$ cat config.mk
export PLATFORM = sky130hd
export DESIGN_NAME = rx_4b5b_deframer_flat
export DESIGN_NICKNAME = d
export VERILOG_FILES = /design/src/rtl/bus_4b5b_pkg.sv /design/src/rtl/rx_4b5b_deframer_if.sv /design/src/rtl/nrzi_decoder.sv /design/src/rtl/rx_4b5b_deframer.sv /design/src/flat_wrapper.sv
export SDC_FILE = /design/constraint.sdc
export NUM_CORES = 1
export LEC_CHECK = 0
export ABC_AREA = 1
export BUFFER_PORTS_ARGS = -buffer_cell sky130_fd_sc_hd__buf_2
export CAP_MARGIN = 20
export CORE_MARGIN = 2
export CORE_UTILIZATION = 53
export DETAILED_ROUTE_END_ITERATION = 6
export GPL_TIMING_DRIVEN = 0
export PLACE_DENSITY = 0.78
export SETUP_SLACK_MARGIN = 0.1
export SLEW_MARGIN = 20
export SYNTH_ARGS = -nofsm -noshare
export SYNTH_HDL_FRONTEND = slang
export SYNTH_HIERARCHICAL = 1
export SYNTH_SLANG_ARGS = --single-unit
$ cat constraint.sdc
create_clock -name clk -period 1.9 [get_ports clk]
set_input_delay 0.095 -clock clk [delete_from_list [all_inputs] [get_ports clk]]
set_output_delay 0.095 -clock clk [all_outputs]
set_load 0.05 [all_outputs]
$ cat src/rtl/bus_4b5b_pkg.sv
// Shared 4B5B symbol definitions and decoder for the NRZI/4B5B bus link.
package bus_4b5b_pkg;

  // Control symbols
  localparam logic [4:0] SYM_J    = 5'b11000;
  localparam logic [4:0] SYM_K    = 5'b10001;
  localparam logic [4:0] SYM_T    = 5'b01101;
  localparam logic [4:0] SYM_IDLE = 5'b11111;

  // Type codes, matching the {valid, is_t} bits of a decoded symbol
  localparam logic [1:0] TYPE_INV  = 2'b00;
  localparam logic [1:0] TYPE_DATA = 2'b10;
  localparam logic [1:0] TYPE_T    = 2'b11;

  typedef struct packed {
    logic       valid;
    logic       is_t;
    logic [3:0] nibble;
  } sym_dec_t;

  // Map a 5B code to {valid, is_t, nibble}; J, K, IDLE and unused codes are invalid
  function automatic sym_dec_t decode_5b4b(input logic [4:0] sym);
    sym_dec_t r;
    r.valid  = 1'b1;
    r.is_t   = 1'b0;
    r.nibble = 4'h0;
    case (sym)
      5'b11110: r.nibble = 4'h0;
      5'b01001: r.nibble = 4'h1;
      5'b10100: r.nibble = 4'h2;
      5'b10101: r.nibble = 4'h3;
      5'b01010: r.nibble = 4'h4;
      5'b01011: r.nibble = 4'h5;
      5'b01110: r.nibble = 4'h6;
      5'b01111: r.nibble = 4'h7;
      5'b10010: r.nibble = 4'h8;
      5'b10011: r.nibble = 4'h9;
      5'b10110: r.nibble = 4'hA;
      5'b10111: r.nibble = 4'hB;
      5'b11010: r.nibble = 4'hC;
      5'b11011: r.nibble = 4'hD;
      5'b11100: r.nibble = 4'hE;
      5'b11101: r.nibble = 4'hF;
      SYM_T:    r.is_t   = 1'b1;
      default:  r.valid  = 1'b0;
    endcase
    return r;
  endfunction

endpackage

$ cat src/rtl/rx_4b5b_deframer_if.sv
// Line-side input and byte-side output bundle of the 4B5B deframer.
interface rx_4b5b_deframer_if #(
  parameter int unsigned DWIDTH = 8,
  parameter int unsigned CNTW   = 11
);

  logic              rx;
  logic              rx_bit_en;
  logic [DWIDTH-1:0] data_out;
  logic              data_valid;
  logic              rx_frame;
  logic              frame_end;
  logic              code_err;
  logic [CNTW-1:0]   byte_cnt;

  // Deframer side
  modport master (
    input  rx, rx_bit_en,
    output data_out, data_valid, rx_frame, frame_end, code_err, byte_cnt
  );

  // Line driver / byte consumer side
  modport slave (
    output rx, rx_bit_en,
    input  data_out, data_valid, rx_frame, frame_end, code_err, byte_cnt
  );

endinterface

$ cat src/rtl/nrzi_decoder.sv
// NRZI line decoder with in-frame zero-run detection.
module nrzi_decoder #(
  parameter int unsigned ZRUN_MAX = 4
) (
  input  logic clk,
  input  logic reset,
  input  logic rx_i,
  input  logic bit_en_i,
  input  logic zrun_en_i,
  output logic dbit_o,
  output logic zrun_hit_o
);

  localparam int unsigned ZW = $clog2(ZRUN_MAX + 1);

  logic          rx_prev_q, rx_prev_d;
  logic [ZW-1:0] zcnt_q, zcnt_d;

  // Decode the current bit and count consecutive zeros while a frame is open
  always_comb begin
    dbit_o     = rx_i ^ rx_prev_q;
    rx_prev_d  = bit_en_i ? rx_i : rx_prev_q;
    zrun_hit_o = bit_en_i && zrun_en_i && !dbit_o && (zcnt_q == ZW'(ZRUN_MAX - 1));
    zcnt_d     = zcnt_q;
    if (!zrun_en_i) begin
      zcnt_d = '0;
    end else if (bit_en_i) begin
      // A hit restarts the count; the frame is being aborted anyway
      zcnt_d = (dbit_o || zrun_hit_o) ? '0 : zcnt_q + ZW'(1);
    end
  end

  // Previous line level (idle line is 1) and zero-run counter
  always_ff @(posedge clk or posedge reset) begin
    if (reset) begin
      rx_prev_q <= 1'b1;
      zcnt_q    <= '0;
    end else begin
      rx_prev_q <= rx_prev_d;
      zcnt_q    <= zcnt_d;
    end
  end

endmodule

$ cat src/rtl/rx_4b5b_deframer.sv
// 4B5B receive deframer: J/K hunt, symbol-pair to byte assembly, T/T end detection.
module rx_4b5b_deframer
  import bus_4b5b_pkg::*;
#(
  parameter int unsigned DWIDTH   = 8,
  parameter int unsigned CNTW     = 11,
  parameter int unsigned ZRUN_MAX = 4
) (
  input  logic                  clk,
  input  logic                  reset,
  rx_4b5b_deframer_if.master    bus
);

  typedef enum logic [1:0] {StHunt, StSym1, StSym2} state_e;

  localparam int unsigned NW = DWIDTH / 2;

  state_e            state_q, state_d;
  logic [9:0]        win_q, win_d;
  logic [4:0]        sym_q, sym_d;
  logic [2:0]        bit_cnt_q, bit_cnt_d;
  logic [NW-1:0]     hi_q, hi_d;
  logic              end_q, end_d;
  logic [DWIDTH-1:0] data_q, data_d;
  logic [CNTW-1:0]   byte_cnt_q, byte_cnt_d;
  logic              rx_frame_q, rx_frame_d;
  logic              data_valid_q, data_valid_d;
  logic              frame_end_q, frame_end_d;
  logic              code_err_q, code_err_d;

  logic              dbit;
  logic              zrun_hit;
  logic              zrun_en;
  logic [4:0]        sym_next;
  sym_dec_t          dec;

  assign zrun_en = (state_q != StHunt);

  nrzi_decoder #(
    .ZRUN_MAX (ZRUN_MAX)
  ) u_nrzi (
    .clk        (clk),
    .reset      (reset),
    .rx_i       (bus.rx),
    .bit_en_i   (bus.rx_bit_en),
    .zrun_en_i  (zrun_en),
    .dbit_o     (dbit),
    .zrun_hit_o (zrun_hit)
  );

  // Frame FSM: next state, byte assembly and registered output pulses
  always_comb begin
    state_d      = state_q;
    win_d        = win_q;
    sym_d        = sym_q;
    bit_cnt_d    = bit_cnt_q;
    hi_d         = hi_q;
    end_d        = end_q;
    data_d       = data_q;
    byte_cnt_d   = byte_cnt_q;
    rx_frame_d   = rx_frame_q;
    data_valid_d = 1'b0;
    frame_end_d  = 1'b0;
    code_err_d   = 1'b0;
    sym_next     = {sym_q[3:0], dbit};
    dec          = decode_5b4b(sym_next);

    if (bus.rx_bit_en) begin
      unique case (state_q)
        StHunt: begin
          // Window only moves in hunt, so a stale J/K cannot re-trigger
          win_d = {win_q[8:0], dbit};
          if (win_d == {SYM_J, SYM_K}) begin
            rx_frame_d = 1'b1;
            byte_cnt_d = '0;
            bit_cnt_d  = '0;
            end_d      = 1'b0;
            state_d    = StSym1;
          end
        end
        StSym1, StSym2: begin
          sym_d     = sym_next;
          bit_cnt_d = bit_cnt_q + 3'd1;
          if (zrun_hit) begin
            // Zero-run wins over a symbol completing on the same bit
            code_err_d = 1'b1;
            rx_frame_d = 1'b0;
            bit_cnt_d  = '0;
            state_d    = StHunt;
          end else if (bit_cnt_q == 3'd4) begin
            bit_cnt_d = '0;
            if (state_q == StSym1) begin
              if ({dec.valid, dec.is_t} == TYPE_DATA) begin
                hi_d    = dec.nibble;
                end_d   = 1'b0;
                state_d = StSym2;
              end else if ({dec.valid, dec.is_t} == TYPE_T) begin
                end_d   = 1'b1;
                state_d = StSym2;
              end else begin
                code_err_d = 1'b1;
                rx_frame_d = 1'b0;
                state_d    = StHunt;
              end
            end else begin
              if (!end_q && {dec.valid, dec.is_t} == TYPE_DATA) begin
                data_d       = {hi_q, dec.nibble};
                data_valid_d = 1'b1;
                if (byte_cnt_q != '1) begin
                  byte_cnt_d = byte_cnt_q + CNTW'(1);
                end
                state_d = StSym1;
              end else if (end_q && {dec.valid, dec.is_t} == TYPE_T) begin
                frame_end_d = 1'b1;
                rx_frame_d  = 1'b0;
                state_d     = StHunt;
              end else begin
                code_err_d = 1'b1;
                rx_frame_d = 1'b0;
                state_d    = StHunt;
              end
            end
          end
        end
        default: state_d = StHunt;
      endcase
    end
  end

  // State and output registers
  always_ff @(posedge clk or posedge reset) begin
    if (reset) begin
      state_q      <= StHunt;
      win_q        <= '0;
      sym_q        <= '0;
      bit_cnt_q    <= '0;
      hi_q         <= '0;
      end_q        <= 1'b0;
      data_q       <= '0;
      byte_cnt_q   <= '0;
      rx_frame_q   <= 1'b0;
      data_valid_q <= 1'b0;
      frame_end_q  <= 1'b0;
      code_err_q   <= 1'b0;
    end else begin
      state_q      <= state_d;
      win_q        <= win_d;
      sym_q        <= sym_d;
      bit_cnt_q    <= bit_cnt_d;
      hi_q         <= hi_d;
      end_q        <= end_d;
      data_q       <= data_d;
      byte_cnt_q   <= byte_cnt_d;
      rx_frame_q   <= rx_frame_d;
      data_valid_q <= data_valid_d;
      frame_end_q  <= frame_end_d;
      code_err_q   <= code_err_d;
    end
  end

  assign bus.data_out   = data_q;
  assign bus.data_valid = data_valid_q;
  assign bus.rx_frame   = rx_frame_q;
  assign bus.frame_end  = frame_end_q;
  assign bus.code_err   = code_err_q;
  assign bus.byte_cnt   = byte_cnt_q;

endmodule
$ cat src/flat_wrapper.sv
// flat-port wrapper written by rule: the top's interface ports become plain ports
module rx_4b5b_deframer_flat import bus_4b5b_pkg::*;
#(
  parameter int unsigned DWIDTH   = 8,
  parameter int unsigned CNTW     = 11,
  parameter int unsigned ZRUN_MAX = 4
)
  (clk, reset, bus_rx, bus_rx_bit_en, bus_data_out, bus_data_valid, bus_rx_frame, bus_frame_end, bus_code_err, bus_byte_cnt);
  rx_4b5b_deframer_if #(.DWIDTH(DWIDTH), .CNTW(CNTW)) bus_i ();
  input  logic clk;
  input  logic reset;
  input wire logic [$bits(bus_i.rx)-1:0] bus_rx;
  input wire logic [$bits(bus_i.rx_bit_en)-1:0] bus_rx_bit_en;
  output wire logic [$bits(bus_i.data_out)-1:0] bus_data_out;
  output wire logic [$bits(bus_i.data_valid)-1:0] bus_data_valid;
  output wire logic [$bits(bus_i.rx_frame)-1:0] bus_rx_frame;
  output wire logic [$bits(bus_i.frame_end)-1:0] bus_frame_end;
  output wire logic [$bits(bus_i.code_err)-1:0] bus_code_err;
  output wire logic [$bits(bus_i.byte_cnt)-1:0] bus_byte_cnt;
  assign bus_i.rx = bus_rx;
  assign bus_i.rx_bit_en = bus_rx_bit_en;
  assign bus_data_out = bus_i.data_out;
  assign bus_data_valid = bus_i.data_valid;
  assign bus_rx_frame = bus_i.rx_frame;
  assign bus_frame_end = bus_i.frame_end;
  assign bus_code_err = bus_i.code_err;
  assign bus_byte_cnt = bus_i.byte_cnt;
  rx_4b5b_deframer #(.DWIDTH(DWIDTH), .CNTW(CNTW), .ZRUN_MAX(ZRUN_MAX)) u_core (.clk(clk), .reset(reset), .bus(bus_i));
endmodule
==> results of run 1 <==
## registers in the layout (all words and copies together), names as in the netlist
| register | cells |
|---|---|
| u_core/state_q | 2 |
| u_core/bus.rx_frame | 1 |
| u_core/u_nrzi/zcnt_q | 3 |
| u_core/bus.data_out | 8 |
| u_core/sym_q | 4 |
| u_core/bus.byte_cnt | 11 |
| u_core/bus.frame_end | 1 |
| u_core/win_q | 9 |
| u_core/hi_q | 4 |
| u_core/bus.code_err | 1 |
| u_core/bus.data_valid | 1 |
| u_core/u_nrzi/rx_prev_q | 1 |
| u_core/bit_cnt_q | 3 |
| u_core/end_q | 1 |
## final cells by class
class	instances	area [µm²]
inverter	46	185
multi-input combinational	242	1460
timing repair buffer	56	389
tap	70	87.6
fill	385	1470
sequential	50	1250
buffer	7	77.6
clock buffer	5	68.8
clock inverter	3	45.0
## power breakdown
group          internal (mW)  switching [mW]  total (mW)
clock network          0.392           0.355       0.747
logic                  0.936            1.57        2.51
registers               1.35           0.212        1.56
## final timing paths
kind,startpoint,to,slack (ps),cells after the start
worst max-delay path,u_core/u_nrzi/zcnt_q[0],u_core/bus.data_out[3],-30,12
worst min-delay path,bus_rx,u_core/u_nrzi/rx_prev_q,40,3
worst max register to register,u_core/u_nrzi/zcnt_q[0],u_core/bus.data_out[3],-30,12
worst min register to register,u_core/bus.data_out[7],u_core/bus.data_out[7],480,2
max in group asynchronous,reset,u_core/bus.byte_cnt[0],1070,4
min in group asynchronous,reset,u_core/u_nrzi/zcnt_q[2],230,3
## stage by stage
step                      setup TNS (ps)  hold slack (ps)
after floorplan                        0             -140
after global placement             -2320            -11.2
after detailed placement           -3560            0.664
after CTS                              0             24.2
after global routing               -2100             55.0
final                              -81.8             43.9
## logic make-up (layout without fill, tap and decap cells)
| kind of cell | after synthesis | after routing |
|---|---|---|
| buffers and inverters | 53 | 117 |
| and+or+nand+nor | 182 | 182 |
| adders and majority gates | 9 | 9 |
| AOI/OAI and AO/OA | 48 | 48 |
| xor gates and xnor gates | 3 | 3 |
| DFF | 50 | 50 |
## synth_stat cells (all sizes together) (2+ instances only)
| master | instances |
|---|---|
| a21oi | 9 |
| inv | 46 |
| nand2 | 99 |
| or2 | 5 |
| nor2 | 41 |
| xor2 | 3 |
| dfrtp | 49 |
| o21ai | 34 |
| a31oi | 2 |
| buf | 6 |
| nand4 | 8 |
| nand3b | 3 |
| ha | 9 |
| nand3 | 21 |
| nor3 | 4 |
## critical path, cell delays in order, from the launching register on
cell	delay, ps
dfrtp_1	420
ha_4	180
ha_4	160
nand3_4	90
nor2_4	60
buf_4	130
nor3_2	250
nand2_2	110
nor2_4	120
inv_2	70
buf_6	140
nand2_4	50
o21ai_2	40
## placed cells by master (no fill, tap or decap), types with 15 or more instances in the layout
cell,netlist,layout
nor2_1,39,33
buf_2,2,27
nand2_2,1,20
inv_1,43,31
o21ai_2,14,16
nand2_1,98,74
buf_4,0,23
nand3_1,18,16
dfrtp_1,49,47
o21ai_0,19,15
## routing by layer
metal,GRT usage,up-vias
li1,-,1221
met1,0.261,1166
met2,0.366,53
met3,0.0397,10
met4,0.0546,0
met5,0,-
## what timing repair did
item                                   in CTS  in global routing
endpoints found under the hold margin      22                  0
setup endpoints to repair                  31                 29
pin swaps                                  15                 15
cloned                                      2                  0
buffers inserted                           20                  7
gates resized for setup                    44                 35
hold buffers                                1                  0
==> reports/qor.txt, run 1 <==
Num CTS Buffers: 5
Final core occ: 0.708
Vias in the first global route: 2158
Seq/Total Area, Yosys: 0.460
I/O Buffers: 26
First-pass GRT wire length: 9150 µm
DRC viols: 0
Pre-CTS setup slack: -229 ps
ANT cells: 0
DRT Wirelength: 6050 µm
Final Non-Filler Cells: 479
Yosys top cell by area: dfrtp_1
DR iter-0 viols: 165
Worst-margin pin slew: 422 ps
Met3 wire length: 187 µm
DP Cell Count: 442
CTS sink cnt: 50
Largest net degree at the start of global routing: 29
P per Cell Area: 1350 nW/µm²
Gr usage total: 0.207
I/O pins: 27
Fin crit period: 1930 ps
Unrepaired setup endpoints after global routing: true
WS Path Type: flip-flop to flip-flop
Full die area: 5720 µm²
Post-synth EDFFs: 0
Violations in the final reports: setup timing
Synth Area in Simple Gates: 0.293
CP startpoint kind: flip-flop
Rows: 26
Syn avg cell area: 7.88 µm²
Clock Latency Late Sink: 300 ps
Yosys cell types: 30
Layout cells sized above 1: 0.377
TritonRoute pass-1 iters: 4
Max Slew Vio Count: 0
Antenna Nets Post-Route: 0
Layout net count: 421
Aggregate global routing overflow: 0
Fmax: 0.519 GHz
DR vias/cell: 5.11
Core area: 5040 µm²
Worst min path class: primary input to flip-flop
Highest Signal Layer: met4
Die W: 75.6 µm
Largest family of logic cells by synthesized area: simple AND/OR/NAND/NOR gates
Starting Density: 0.539
TritonCTS clock tree: built
HPWL after DPL: 3740 µm
Period utilisation layout: 1.01
Adder-cell share of the synthesized area: 0.0414
H-tree levels: 2
Mux cell area share after synthesis: 0
CTS Root Cell: clkbuf_8
Data arrival, critical path: 2110 ps
Crit-path max FO: 5
Seq cells post-synth: 50
Post-Synthesis Net Count: 358
Async SR Flop Fraction: 1.00
Die Span Y: 75.6 µm
WL per Instance: 12.6 µm
Max Root-Sink Buffers: 2
Crit end category: flip-flop
Status: complete, but fails checks
DP Area: 2990 µm²
Vias: 2450
Reg clk slew, reported paths: 90 ps
Worst rel slew slack: 0.717
Max Cap Viol: 0
Tot Pwr: 4.82 mW
Post-synthesis xor/xnor area fraction: 0.00966
Fin worst setup slack: -25.7 ps
Yosys top cell area share: 0.451
Antenna violations before repair: 0
Synth Flop Type: dfrtp_1
Final setup violation count: 5
Mapped Cells: 345
Req. time, crit path: 2090 ps
Area Growth Syn to Fin: 31.2%
Final setup skew: 3.05 ps
GPL Wtd Cong: 0.831
Post-synthesis compound-gate area fraction: 0.111
Synth top area cells: dfrtp_1, nand2_1, inv_1
Leak pwr: 1.75 nW
Max VDD drop: 0.793 mV
Met1 WL: 2660 µm
Met2 WL: 3110 µm
Hold Fails Final Rpt: 0
Synth warn: 6
Mapped Area: 2720 µm²
Finished Cell Area: 3570 µm²
No activity file was read; power rests on OpenSTA's default activity.
==> inputs of run 2 (changes only) <==
--- a/config.mk
+++ b/config.mk
@@ -7,12 +7,12 @@
 export LEC_CHECK = 0
 export ABC_AREA = 1
 export BUFFER_PORTS_ARGS = -buffer_cell sky130_fd_sc_hd__buf_2
-export CAP_MARGIN = 20
+export CAP_MARGIN = 40
 export CORE_MARGIN = 2
-export CORE_UTILIZATION = 53
+export CORE_UTILIZATION = 59
 export DETAILED_ROUTE_END_ITERATION = 6
 export GPL_TIMING_DRIVEN = 0
-export PLACE_DENSITY = 0.78
+export PLACE_DENSITY = 0.82
 export SETUP_SLACK_MARGIN = 0.1
 export SLEW_MARGIN = 20
 export SYNTH_ARGS = -nofsm -noshare
==> constraint.sdc (replaced) <==
create_clock -name clk -period 2.15 [get_ports clk]
set_input_delay 0.1075 -clock clk [delete_from_list [all_inputs] [get_ports clk]]
set_output_delay 0.1075 -clock clk [all_outputs]
set_load 0.05 [all_outputs]
==> run 2 against run 1 <==
Effect of this change: the flow now finishes without violations; die area decreased by 9.6%; routed wire length decreased by 2.4%; non-clock buffer count decreased by 16; cell count decreased by 7.1%; via count decreased by 0.65%; register-to-register slack improved by 180 ps.
==> reports/qor.txt, run 2 (synthesis results as in run 1) <==
WHS Endpoint: u_core/u_nrzi/rx_prev_q
Reg clk slew, reported paths: 90 ps
DP Cell Count: 424
WL per Instance: 13.3 µm
Final setup skew: 3.49 ps
Data arrival, critical path: 2200 ps
Fmax: 0.500 GHz
Max Cap Viol: 0
TritonCTS clock tree: built
Antenna Nets Post-Route: 0
Largest register FFs: 11
Reg2Reg Depth: 13
Part of the power in registers: 0.343
DP Area: 2940 µm²
Hold path start: bus_rx
ANT cells: 0
Max VDD drop: 0.707 mV
Vias in the first global route: 2262
WS Path Type: flip-flop to flip-flop
Worst rel slew slack: 0.678
Hold Fails Final Rpt: 0
R2R Setup Slk: 150 ps
Rows: 24
Min-Delay Path Depth: 3
Antenna violations before repair: 0
Max Root-Sink Buffers: 2
Req. time, crit path: 2350 ps
DRT Wirelength: 5910 µm
Min Hold Slack: 39.4 ps
Max Slew Vio Count: 0
TritonRoute pass-1 iters: 4
Unrepaired setup endpoints after global routing: true
Status: complete, no violations
Aggregate global routing overflow: 0
Die W: 71.9 µm
Pint: 2.21 mW
Part of the power in combinational logic: 0.488
Worst R2R Start: u_core/u_nrzi/rx_prev_q
Switch share: 0.448
Finished Cell Area: 3280 µm²
I/O pins: 27
Vias: 2434
Worst min path class: primary input to flip-flop
Final setup violation count: 0
Final core occ: 0.748
Area Growth Syn to Fin: 20.6%
Fillers: 323
Tot Pwr: 4.00 mW
Crit-path max FO: 6
Reg-to-reg critical path endpoint: u_core/bus.byte_cnt[5]
CP startpoint kind: flip-flop
I/O Buffers: 26
Leading cell type in the layout, fill and taps excluded: nand2_1
Period utilisation layout: 0.930
P per Cell Area: 1220 nW/µm²
Core area: 4380 µm²
H-tree levels: 2
Full die area: 5170 µm²
Gr usage total: 0.229
DR iter-0 viols: 176
Clock Latency Late Sink: 300 ps
Starting Density: 0.620
Layout net count: 405
CTS sink cnt: 50
DRC viols: 0
Final Non-Filler Cells: 445
DR vias/cell: 5.47
Fin crit period: 2000 ps
GPL Wtd Cong: 0.816
First-pass GRT wire length: 9430 µm
Crit end category: flip-flop
Leak pwr: 1.66 nW
CTS Root Cell: clkbuf_8
Layout cells sized above 1: 0.272
Num CTS Buffers: 5
Die Span Y: 71.9 µm
Worst-margin pin slew: 483 ps
Clock share of power: 0.169
HPWL after DPL: 3880 µm
Largest net degree at the start of global routing: 26
Net switching power figure: 1.79 mW
Most frequent cells in the layout: nand2_1, dfrtp_1, inv_1, nor2_1, buf_2
[run 2: power by group through the flow]
stage | Combinational [mW] | Sequential, mW | Clock [mW]
after floorplan | 1.03 | 1.54 | 0
after global routing | 2.15 | 1.40 | 0.736
after detailed placement | 1.54 | 1.39 | 0
after CTS | 1.59 | 1.37 | 0.697
after global placement | 1.49 | 1.38 | 0
final | 1.95 | 1.37 | 0.678
[run 2: worst max-delay path by stage]
stage | from | endpoint | cells after the start
3_3_place_gp | u_core/u_nrzi/rx_prev_q | u_core/bus.byte_cnt[7] | 12
4_1_cts | u_core/u_nrzi/rx_prev_q | u_core/bus.rx_frame | 15
5_1_grt | u_core/u_nrzi/rx_prev_q | u_core/bus.rx_frame | 16
2_1_floorplan | u_core/bus.byte_cnt[0] | u_core/bus.byte_cnt[0] | 9
6_report | u_core/u_nrzi/rx_prev_q | u_core/bus.byte_cnt[5] | 13
3_5_place_dp | u_core/u_nrzi/rx_prev_q | u_core/bus.byte_cnt[5] | 12
[run 2: layer usage]
metal | track usage | share of wire | vias up
met5 | 0 | 0 | -
met4 | 0.0587 | 0.013 | 0
met3 | 0.0472 | 0.036 | 10
met2 | 0.421 | 0.51 | 51
met1 | 0.274 | 0.44 | 1182
li1 | - | - | 1191
[run 2: cell type report]
class / instances / area [µm²] / area share
clock buffers: 5 / 68.8 / 0.0210
flip-flops and latches: 50 / 1250 / 0.382
clock inverters: 3 / 47.5 / 0.0145
plain buffers: 7 / 68.8 / 0.0210
multi-input cells: 242 / 1330 / 0.406
well taps: 52 / 65.1 / 0.0198
inverters: 46 / 178 / 0.0542
repair buffers: 40 / 267 / 0.0813
[run 2: per-stage QoR]
step | TNS, ps | worst slack (ps)
after global placement | -282 | -31.7
after detailed placement | -435 | -61.4
after floorplan | 0 | 187
after global routing | 0 | 20.8
after CTS | 0 | 73.2
final | 0 | 151
[run 2: worst max-delay path: stages (launching register included)]
cell and delay [ps]:
dfstp_2 540, inv_1 40, nand2_1 60, nand2_2 80, inv_4 100, buf_12 110
nor2_4 40, o21ai_0 250, nand2_1 110, nor2_2 140, nand3_4 130, buf_6 160
nand2_1 70, o21ai_2 60
[run 2: what timing repair did]
action	in CTS	in global routing
buffers inserted	2	9
cloned	0	1
pin swaps	2	13
hold buffers	1	0
endpoints found under the setup margin	24	28
gates resized for setup	7	32
hold endpoints to repair	25	0
